===== src/rtl/ucsbece154b_branch_resolve_pkg.sv =====
`default_nettype none
// ============================================================================
// Module      : ucsbece154b_branch_resolve_pkg
// Description : Shared opcode constants and metadata sizing for the
//               branch-resolution slice.
// Revision    : 1.0 - initial release
// ============================================================================
package ucsbece154b_branch_resolve_pkg;

    // RV32I control-transfer opcodes
    localparam logic [6:0] instr_branch_op = 7'b1100011;
    localparam logic [6:0] instr_jal_op    = 7'b1101111;
    localparam logic [6:0] instr_jalr_op   = 7'b1100111;

    // Fixed part of a metadata word: valid + pred_taken + pred_target + pc
    localparam int c_META_FIXED_W = 1 + 1 + 32 + 32;

    // Full metadata word width for a given PHT index width
    function automatic int meta_width(input int ghr_bits);
        return c_META_FIXED_W + ghr_bits;
    endfunction

endpackage
`default_nettype wire


===== src/rtl/ucsbece154b_pred_pipe_reg.sv =====
`default_nettype none
// ============================================================================
// Module      : ucsbece154b_pred_pipe_reg
// Description : Width-parameterised pipeline register for prediction
//               metadata. Clear beats enable; a cleared word is all-zero,
//               which leaves the stage invalid and not predicted taken.
// Revision    : 1.0 - initial release
// ============================================================================
module ucsbece154b_pred_pipe_reg #(
    parameter int WIDTH = 71
) (
    input  logic             clk,
    input  logic             rst,
    input  logic             en,
    input  logic             clr,
    input  logic [WIDTH-1:0] d,
    output logic [WIDTH-1:0] q
);

    // Stage register: reset/clear first, then hold unless enabled
    always_ff @(posedge clk) begin
        if (rst || clr) begin
            q <= '0;
        end else if (en) begin
            q <= d;
        end
    end

endmodule
`default_nettype wire


===== src/rtl/ucsbece154b_branch_resolve.sv =====
`default_nettype none
// ============================================================================
// Module      : ucsbece154b_branch_resolve
// Description : Carries branch-prediction metadata from F through D to E,
//               checks it against the resolved outcome in E, and produces
//               the redirect plus BTB/PHT/GHR update strobes. Also keeps
//               saturating branch and mispredict counters.
// Revision    : 1.0 - initial release
// ============================================================================
module ucsbece154b_branch_resolve
    import ucsbece154b_branch_resolve_pkg::*;
#(
    parameter int NUM_BTB_ENTRIES = 32,
    parameter int NUM_GHR_BITS    = 5
) (
    input  logic                               clk,
    input  logic                               reset_i,
    input  logic [31:0]                        pcF_i,
    input  logic                               BranchTakenF_i,
    input  logic [31:0]                        BTBtargetF_i,
    input  logic [NUM_GHR_BITS-1:0]            PHTreadaddressF_i,
    input  logic                               StallD_i,
    input  logic                               FlushD_i,
    input  logic                               StallE_i,
    input  logic                               FlushE_i,
    input  logic [6:0]                         opE_i,
    input  logic                               TakenE_i,
    input  logic [31:0]                        TargetE_i,
    input  logic [31:0]                        PCPlus4E_i,
    output logic                               MispredictE_o,
    output logic [31:0]                        PCredirectE_o,
    output logic                               BTB_we_o,
    output logic [$clog2(NUM_BTB_ENTRIES)-1:0] BTBwriteaddress_o,
    output logic [31:0]                        BTBwritedata_o,
    output logic                               PHTwe_o,
    output logic                               PHTincrement_o,
    output logic [NUM_GHR_BITS-1:0]            PHTwriteaddress_o,
    output logic                               GHRreset_o,
    output logic [31:0]                        branch_count_o,
    output logic [31:0]                        mispredict_count_o
);

    localparam int c_IDX_W   = $clog2(NUM_BTB_ENTRIES);
    localparam int c_META_W  = meta_width(NUM_GHR_BITS);
    // Field offsets inside a metadata word {valid, taken, target, pht, pc}
    localparam int c_PHT_LSB = 32;
    localparam int c_TGT_LSB = 32 + NUM_GHR_BITS;
    localparam int c_TKN_BIT = 64 + NUM_GHR_BITS;
    localparam int c_VLD_BIT = 65 + NUM_GHR_BITS;

    logic [c_META_W-1:0]     w_meta_f;
    logic [c_META_W-1:0]     r_meta_d;
    logic [c_META_W-1:0]     r_meta_e;
    logic                    w_valid_e;
    logic                    w_pred_taken_e;
    logic [31:0]             w_pred_target_e;
    logic [NUM_GHR_BITS-1:0] w_pht_addr_e;
    logic [31:0]             w_pc_e;
    logic                    w_is_br;
    logic                    w_is_j;
    logic                    w_actual_taken;
    logic                    w_mispredict;
    logic                    w_kill;
    logic [31:0]             r_branch_count;
    logic [31:0]             r_mispredict_count;

    assign w_meta_f = {1'b1, BranchTakenF_i, BTBtargetF_i, PHTreadaddressF_i, pcF_i};

    // A mispredict is acted on once E is allowed to advance; while E is
    // stalled the same instruction keeps presenting its updates, and the
    // wrong-path kill happens on the release edge regardless of StallD_i.
    assign w_kill = w_mispredict & ~StallE_i;

    ucsbece154b_pred_pipe_reg #(.WIDTH(c_META_W)) u_meta_d (
        .clk (clk),
        .rst (reset_i),
        .en  (~StallD_i),
        .clr (FlushD_i | w_kill),
        .d   (w_meta_f),
        .q   (r_meta_d)
    );

    ucsbece154b_pred_pipe_reg #(.WIDTH(c_META_W)) u_meta_e (
        .clk (clk),
        .rst (reset_i),
        .en  (~StallE_i),
        .clr (FlushE_i | w_kill),
        .d   (r_meta_d),
        .q   (r_meta_e)
    );

    assign w_valid_e       = r_meta_e[c_VLD_BIT];
    assign w_pred_taken_e  = r_meta_e[c_TKN_BIT];
    assign w_pred_target_e = r_meta_e[c_TGT_LSB +: 32];
    assign w_pht_addr_e    = r_meta_e[c_PHT_LSB +: NUM_GHR_BITS];
    assign w_pc_e          = r_meta_e[31:0];

    // Resolve the E instruction and derive redirect/update strobes
    always_comb begin
        w_is_br        = (opE_i == instr_branch_op);
        w_is_j         = (opE_i == instr_jal_op) || (opE_i == instr_jalr_op);
        w_actual_taken = w_is_j | (w_is_br & TakenE_i);

        // A taken prediction on a non-control instruction (BTB alias) also
        // lands here because actual_taken is 0 for it.
        w_mispredict = w_valid_e &
                       ((w_pred_taken_e != w_actual_taken) |
                        (w_pred_taken_e & w_actual_taken & (w_pred_target_e != TargetE_i)));

        MispredictE_o = w_mispredict;
        PCredirectE_o = '0;
        if (w_mispredict) begin
            PCredirectE_o = w_actual_taken ? TargetE_i : PCPlus4E_i;
        end

        BTB_we_o          = w_valid_e & (w_is_br | w_is_j) & w_actual_taken &
                            (~w_pred_taken_e | (w_pred_target_e != TargetE_i));
        BTBwriteaddress_o = w_pc_e[c_IDX_W+1:2];
        BTBwritedata_o    = BTB_we_o ? TargetE_i : 32'd0;

        PHTwe_o           = w_valid_e & w_is_br;
        PHTincrement_o    = PHTwe_o & TakenE_i;
        PHTwriteaddress_o = w_pht_addr_e;

        GHRreset_o        = w_mispredict & w_is_br;
    end

    // Saturating event counters, advanced only when E is not stalled
    always_ff @(posedge clk) begin
        if (reset_i) begin
            r_branch_count     <= '0;
            r_mispredict_count <= '0;
        end else if (!StallE_i) begin
            if (w_valid_e && (w_is_br || w_is_j) && (r_branch_count != 32'hFFFF_FFFF)) begin
                r_branch_count <= r_branch_count + 32'd1;
            end
            if (w_mispredict && (r_mispredict_count != 32'hFFFF_FFFF)) begin
                r_mispredict_count <= r_mispredict_count + 32'd1;
            end
        end
    end

    assign branch_count_o     = r_branch_count;
    assign mispredict_count_o = r_mispredict_count;

endmodule
`default_nettype wire


===== config.mk =====
export PLATFORM = sky130hd
export DESIGN_NAME = ucsbece154b_branch_resolve
export DESIGN_NICKNAME = d
export VERILOG_FILES = /design/src/rtl/ucsbece154b_branch_resolve_pkg.sv /design/src/rtl/ucsbece154b_pred_pipe_reg.sv /design/src/rtl/ucsbece154b_branch_resolve.sv
export SDC_FILE = /design/constraint.sdc
export NUM_CORES = 1
export LEC_CHECK = 0
export CAP_MARGIN = 5
export CORE_UTILIZATION = 48
export DETAILED_ROUTE_END_ITERATION = 12
export PLACE_DENSITY = 0.95
export SYNTH_ARGS = -nofsm -noshare
export SYNTH_HDL_FRONTEND = slang
export SYNTH_SLANG_ARGS = --single-unit
export TNS_END_PERCENT = 50

===== constraint.sdc =====
create_clock -name clk -period 7.4 [get_ports clk]
set_input_delay 1.48 -clock clk [delete_from_list [all_inputs] [get_ports clk]]
set_output_delay 1.48 -clock clk [all_outputs]
set_load 0.02 [all_outputs]

# Yosys cells after proc, flatten, opt, wreduce, memory -nomap -nowiden
# Index checks and enable logic that the tools add are counted.
# word_totals
input_bits,148
elab_cells,44
reg_bits,206
# classes
add_sub_neg,2
bitwise,19
eq_ne,7
reduce_logical,9
muxes,3
# op_table
op,n
32-bit two-way mux,3
"32-bit by 1-bit adder with 32-bit output, second input constant",2
"32-bit != test, second input constant",2
32-bit != test,1
"7-bit equality test, second input constant",3
1-bit bitwise AND,11
1-bit bitwise OR,6
1-bit logical OR,4
2-bit AND reduction,2
1-bit logical AND,3
1-bit inverter,2
1-bit != test,1

# Logic depth before layout (Yosys ltp)
# logic_depth
depth_word,10
ltp_mapped,15
ltp_nobuf,10

# By module
# Synthesis repeated with hierarchy kept, for this count alone.
# unflattened
cells_unflattened,1074
hier_area_um2,9614.2
# modules_own_cells
module,cells_each,area_per_inst_um2,instances
ucsbece154b_pred_pipe_reg,230,2581.2,2
ucsbece154b_branch_resolve,614,4451.8,1

# Worst setup path after synthesis
# OpenSTA, ideal clock, no wires.
# synth_timing
path_type,input to output
startpoint,in opE_i[5]
endpoint,out PCredirectE_o[22]
path_buffers,4
path_stages,12
required_ns,5.920
setup_slack_ns,2.287
t_arrival_ns,3.633
path_cell_list,and3_1 nand2_1 or2_2 clkbuf_1 clkinv_1 clkbuf_1 ha_1 a21oi_4 nand2b_1 buf_2 buf_4 a21oi_1
# synth_via
elab_chain_cells,8
word_cells_on_any_way,13
classes_between,4 x eq/ne; 2 x mux; 6 x bitwise; 1 x reduce/logical
# synth_lines
item,line,source
start: declaration,ucsbece154b_branch_resolve.sv:26,"input logic [6:0] opE_i,"
"7-bit equality test, on equally long branches","ucsbece154b_branch_resolve.sv:100, ucsbece154b_branch_resolve.sv:101",
1-bit bitwise AND or 1-bit logical OR (tied branches),"ucsbece154b_branch_resolve.sv:102, ucsbece154b_branch_resolve.sv:101",
1-bit bitwise OR *,ucsbece154b_branch_resolve.sv:102,w_actual_taken = w_is_j | (w_is_br & TakenE_i);
1-bit bitwise AND (2 in series),ucsbece154b_branch_resolve.sv:108,(w_pred_taken_e & w_actual_taken & (w_pred_target_e != TargetE_i)));
1-bit bitwise OR,ucsbece154b_branch_resolve.sv:107,((w_pred_taken_e != w_actual_taken) |
1-bit bitwise AND,ucsbece154b_branch_resolve.sv:106,w_mispredict = w_valid_e &
32-bit two-way mux *,ucsbece154b_branch_resolve.sv:112,if (w_mispredict) begin
end: declaration,ucsbece154b_branch_resolve.sv:31,"output logic [31:0] PCredirectE_o,"
# Every way passes the cells marked *; elsewhere a longest branch is shown, timed or not.

# Final worst setup path
# layout_timing
startpoint,in TargetE_i[20]
endpoint,out PCredirectE_o[2]
# layout_via
elab_chain_cells,5
# layout_lines
item,line,source
start: declaration,ucsbece154b_branch_resolve.sv:28,"input logic [31:0] TargetE_i,"
32-bit != test,ucsbece154b_branch_resolve.sv:108,
1-bit bitwise AND,ucsbece154b_branch_resolve.sv:108,
1-bit bitwise OR,ucsbece154b_branch_resolve.sv:107,
1-bit bitwise AND,ucsbece154b_branch_resolve.sv:106,
32-bit two-way mux,ucsbece154b_branch_resolve.sv:112,
# Every way passes these cells.

==> results.md <==
* Status: completed
* Die H at 127 µm
* Share of layout cells above drive strength 1 at 5.99%
* H-Tree Depth at 4
* Setup TNS at 0 ns
* Tmin final at 6.48 ns
* Worst Path Required at 5.92 ns
* First-pass GRT wire length at 33,600 µm
* Final Skew at 0.0103 ns
* #FFs+latches synth at 152
* Critical path type: in2out
* Ys flop type: dfxtp_1
* Sequential fraction of the synthesis area at 40.3%
* Routability Congestion at 0.833
* Clock slew at reported path FFs at 0.06 ns
* DP HPWL at 15,800 µm
* Post-Syn Nets at 1,021
* P&R area growth vs syn at 42.8%
* Slowest stage cell, crit path: nor4_1
* RSZ-0062 raised after global routing: false
* Core area at 15,300 µm²
* Actual slew at the worst max-slew pin at 0.922 ns
* Post-Place Setup Slack at 0.981 ns
* Largest net degree at the start of global routing at 72
* CTS tree: yes
* Critical path peak fanout at 33
* Largest stage delay, worst path at 0.56 ns
* Number of flops mapped to enable cells by yosys at 0
* Antenna violations before repair at 1
* Critical path data arrival time at 5.00 ns
* Drt first-iter violations at 379
* Row count at 45
* Die X at 127 µm
* Root buf cell: clkbuf_16
* HP Class: reg2reg
* Post-Route WL at 21,700 µm
* Post-DRT Antenna Nets at 0
* Startpoint Class: input pin
* Residual DRC at 0
* Max Slew Vio Count at 0
* Power Dens Cells at 175 nW/µm²
* Async SR Flop Fraction at 0%
* Syn. warnings at 0
* Peak supply drop at 0.134 mV
* Final hold vios at 0
* CTS Buf Count at 17
* Clock latency on the worst-skew pair at 0.42 ns
* # IOs at 291
* Cell Area, Synth at 7550 µm²
* Post-CTS setup buffers at 0
* Number of detailed-route iterations in the first pass at 4
* Total Routing Usage GR at 26.5%
* Worst Setup End Kind: output port
* Synth area leader: dfxtp_1
* Worst Slack Setup Final at 0.923 ns
* Netlist cell types at 55
* Cells after synthesis at 870
* Wire per inst at 16.3 µm
* Most frequent CP cell: clkdlybuf4s50_1
* Fmax at 154 MHz
* Final setup vio count at 0
* Share of the synthesized area in the top cell type at 40.3%
* Input/output buffers at 263
* Clock sink count at 152
* Leading post-synthesis cells by cell area: dfxtp_1, mux2i_1, nor2_1
* Placed cells at 1,299
* Remaining global-route overflow at 0
* Total number of vias at 7,006
* Die footprint at 16,200 µm²
* Nets at 1,258
* Final Cycle Share at 87.5%
* Syn avg cell area at 8.68 µm²
* Hold_buf cts at 0
* Leakage at 4.16 nW
* Crit-path cells: clkdlybuf4s50_1 -> xor2_1 -> nor4_1 -> nand4_1 -> or2_2 -> a21oi_4 -> nand2b_1 -> buf_4 -> a21oi_1 -> clkdlybuf4s50_1
* CTS resizes at 0
* Number of global-route vias before repair at 6,665
* Initial Utilization at 49.5%
* CTS Buffer Depth at 2
* Max_slew headroom at 38.5%
* Max-cap viol count at 0
* Via/cell ratio at 5.26
* Final std cells w/o fill at 1,331
cell usage in the layout, fill, tap and decap left out, types with 5 or more instances in the layout:
| cell type | netlist | final |
|---|---|---|
| clkdlybuf4s50_1 | 0 | 260 |
| nor2_1 | 154 | 154 |
| dfxtp_1 | 152 | 152 |
| nand2_1 | 91 | 91 |
| mux2i_1 | 89 | 89 |
| a21oi_1 | 52 | 51 |
| xor2_1 | 49 | 49 |
| and2_1 | 39 | 39 |
| xnor2_1 | 26 | 26 |
| nand3_1 | 24 | 24 |
| clkbuf_16 | 0 | 17 |
| nand4_1 | 16 | 16 |
| inv_1 | 13 | 13 |
| nor4_1 | 11 | 11 |
| and4_1 | 9 | 9 |
| buf_4 | 13 | 9 |
| o31ai_1 | 8 | 8 |
| or4_1 | 7 | 7 |
| nor2b_1 | 6 | 6 |
| and3_1 | 6 | 6 |
| or3_1 | 6 | 6 |
| nor3_1 | 5 | 5 |
| mux2_2 | 5 | 5 |
| a211oi_1 | 5 | 5 |
per-layer routing:
metal | up-vias | track usage (%) | wire, µm
met4 | 0 | 10.7 | 506
met1 | 3301 | 27.8 | 8320
met5 | - | 0 | 0
met2 | 248 | 49.6 | 11200
li1 | 3422 | - | -
met3 | 35 | 7.54 | 1740
synthesized netlist by cell type, drive strengths merged, types with 2 or more instances:
| cell | instances |
|---|---|
| xnor2 | 26 |
| a21oi | 53 |
| and4 | 10 |
| o31ai | 8 |
| a2111oi | 2 |
| nand4 | 18 |
| nor2 | 154 |
| or3 | 7 |
| buf | 26 |
| nor2b | 7 |
| dfxtp | 152 |
| and3 | 7 |
| or4 | 7 |
| clkbuf | 28 |
| ha | 3 |
| nor3 | 6 |
| and2 | 39 |
| mux2 | 5 |
| nand2b | 3 |
| nand3 | 25 |
| nor4 | 14 |
| o21ai | 8 |
| o2111ai | 3 |
| xor2 | 49 |
| or2 | 2 |
| mux2i | 89 |
| nand2 | 91 |
| a211oi | 5 |
| or4b | 2 |
| inv | 13 |
worst paths after layout:
kind	to	slack, ns	start	depth (start not counted)
max	PCredirectE_o[2]	0.92	TargetE_i[20]	10
min	u_meta_d.q[70]$_SDFFE_PP0N_	0.46	u_meta_d.q[70]$_SDFFE_PP0N_	2
max reg2reg	mispredict_count_o[23]$_SDFFE_PP0P_	4.18	u_meta_e.q[40]$_SDFFE_PP0N_	7
min reg2reg	u_meta_d.q[70]$_SDFFE_PP0N_	0.46	u_meta_d.q[70]$_SDFFE_PP0N_	2
metrics by stage:
step	power (W)	util [%]	instance area [µm²]	hold WS, ns
after floorplan	0.000917	-	7550	0.425
after global placement	0.00100	66.7	10200	0.432
after detailed placement	0.00100	66.7	10200	0.444
after CTS	0.00190	70.7	10800	0.464
after global routing	0.00195	70.7	10800	0.500
final	0.00189	70.7	10800	0.457
sequential cells by signal, summed over array words and instances, names as in the netlist:
| name | cells |
|---|---|
| branch_count_o | 32 |
| mispredict_count_o | 32 |
| u_meta_d.q | 44 |
| u_meta_e.q | 44 |
power breakdown:
group | leakage [nW] | internal (W) | total, W | switching, W
Sequential | 1.23 | 0.000828 | 0.000834 | 0.00000551
Clock | 0.299 | 0.000571 | 0.000905 | 0.000334
Combinational | 2.63 | 0.0000849 | 0.000152 | 0.0000670
Total | 4.16 | 0.00148 | 0.00189 | 0.000407
critical path: cells and delay by family:
kind | cells | cell delay, ns
and+or+nand+nor | 4 | 1.42
xor gates and xnor gates | 1 | 0.19
AOI/OAI and AO/OA | 2 | 0.45
buffers and inverters | 3 | 1.41
final cells by class:
class,instances,area [µm²]
Clock buffer,19,443
Timing Repair Buffer,272,2690
Multi-Input combinational cell,650,4130
Tap cell,211,264
Inverter,14,52.6
Sequential cell,152,3040
Clock inverter,12,173
Antenna cell,1,2.50
Fill cell,1117,4470
kinds of logic after synthesis:
kind of cell,count (synthesis),synth area share [%]
and+or+nand+nor,395,26.0
DFF,152,40.3
muxes,94,12.5
AOI/OAI and AO/OA,83,6.71
xor gates and xnor gates,75,8.69
buffers and inverters,68,5.32
adders and majority gates,3,0.497
No activity file was read; power rests on OpenSTA's default activity.
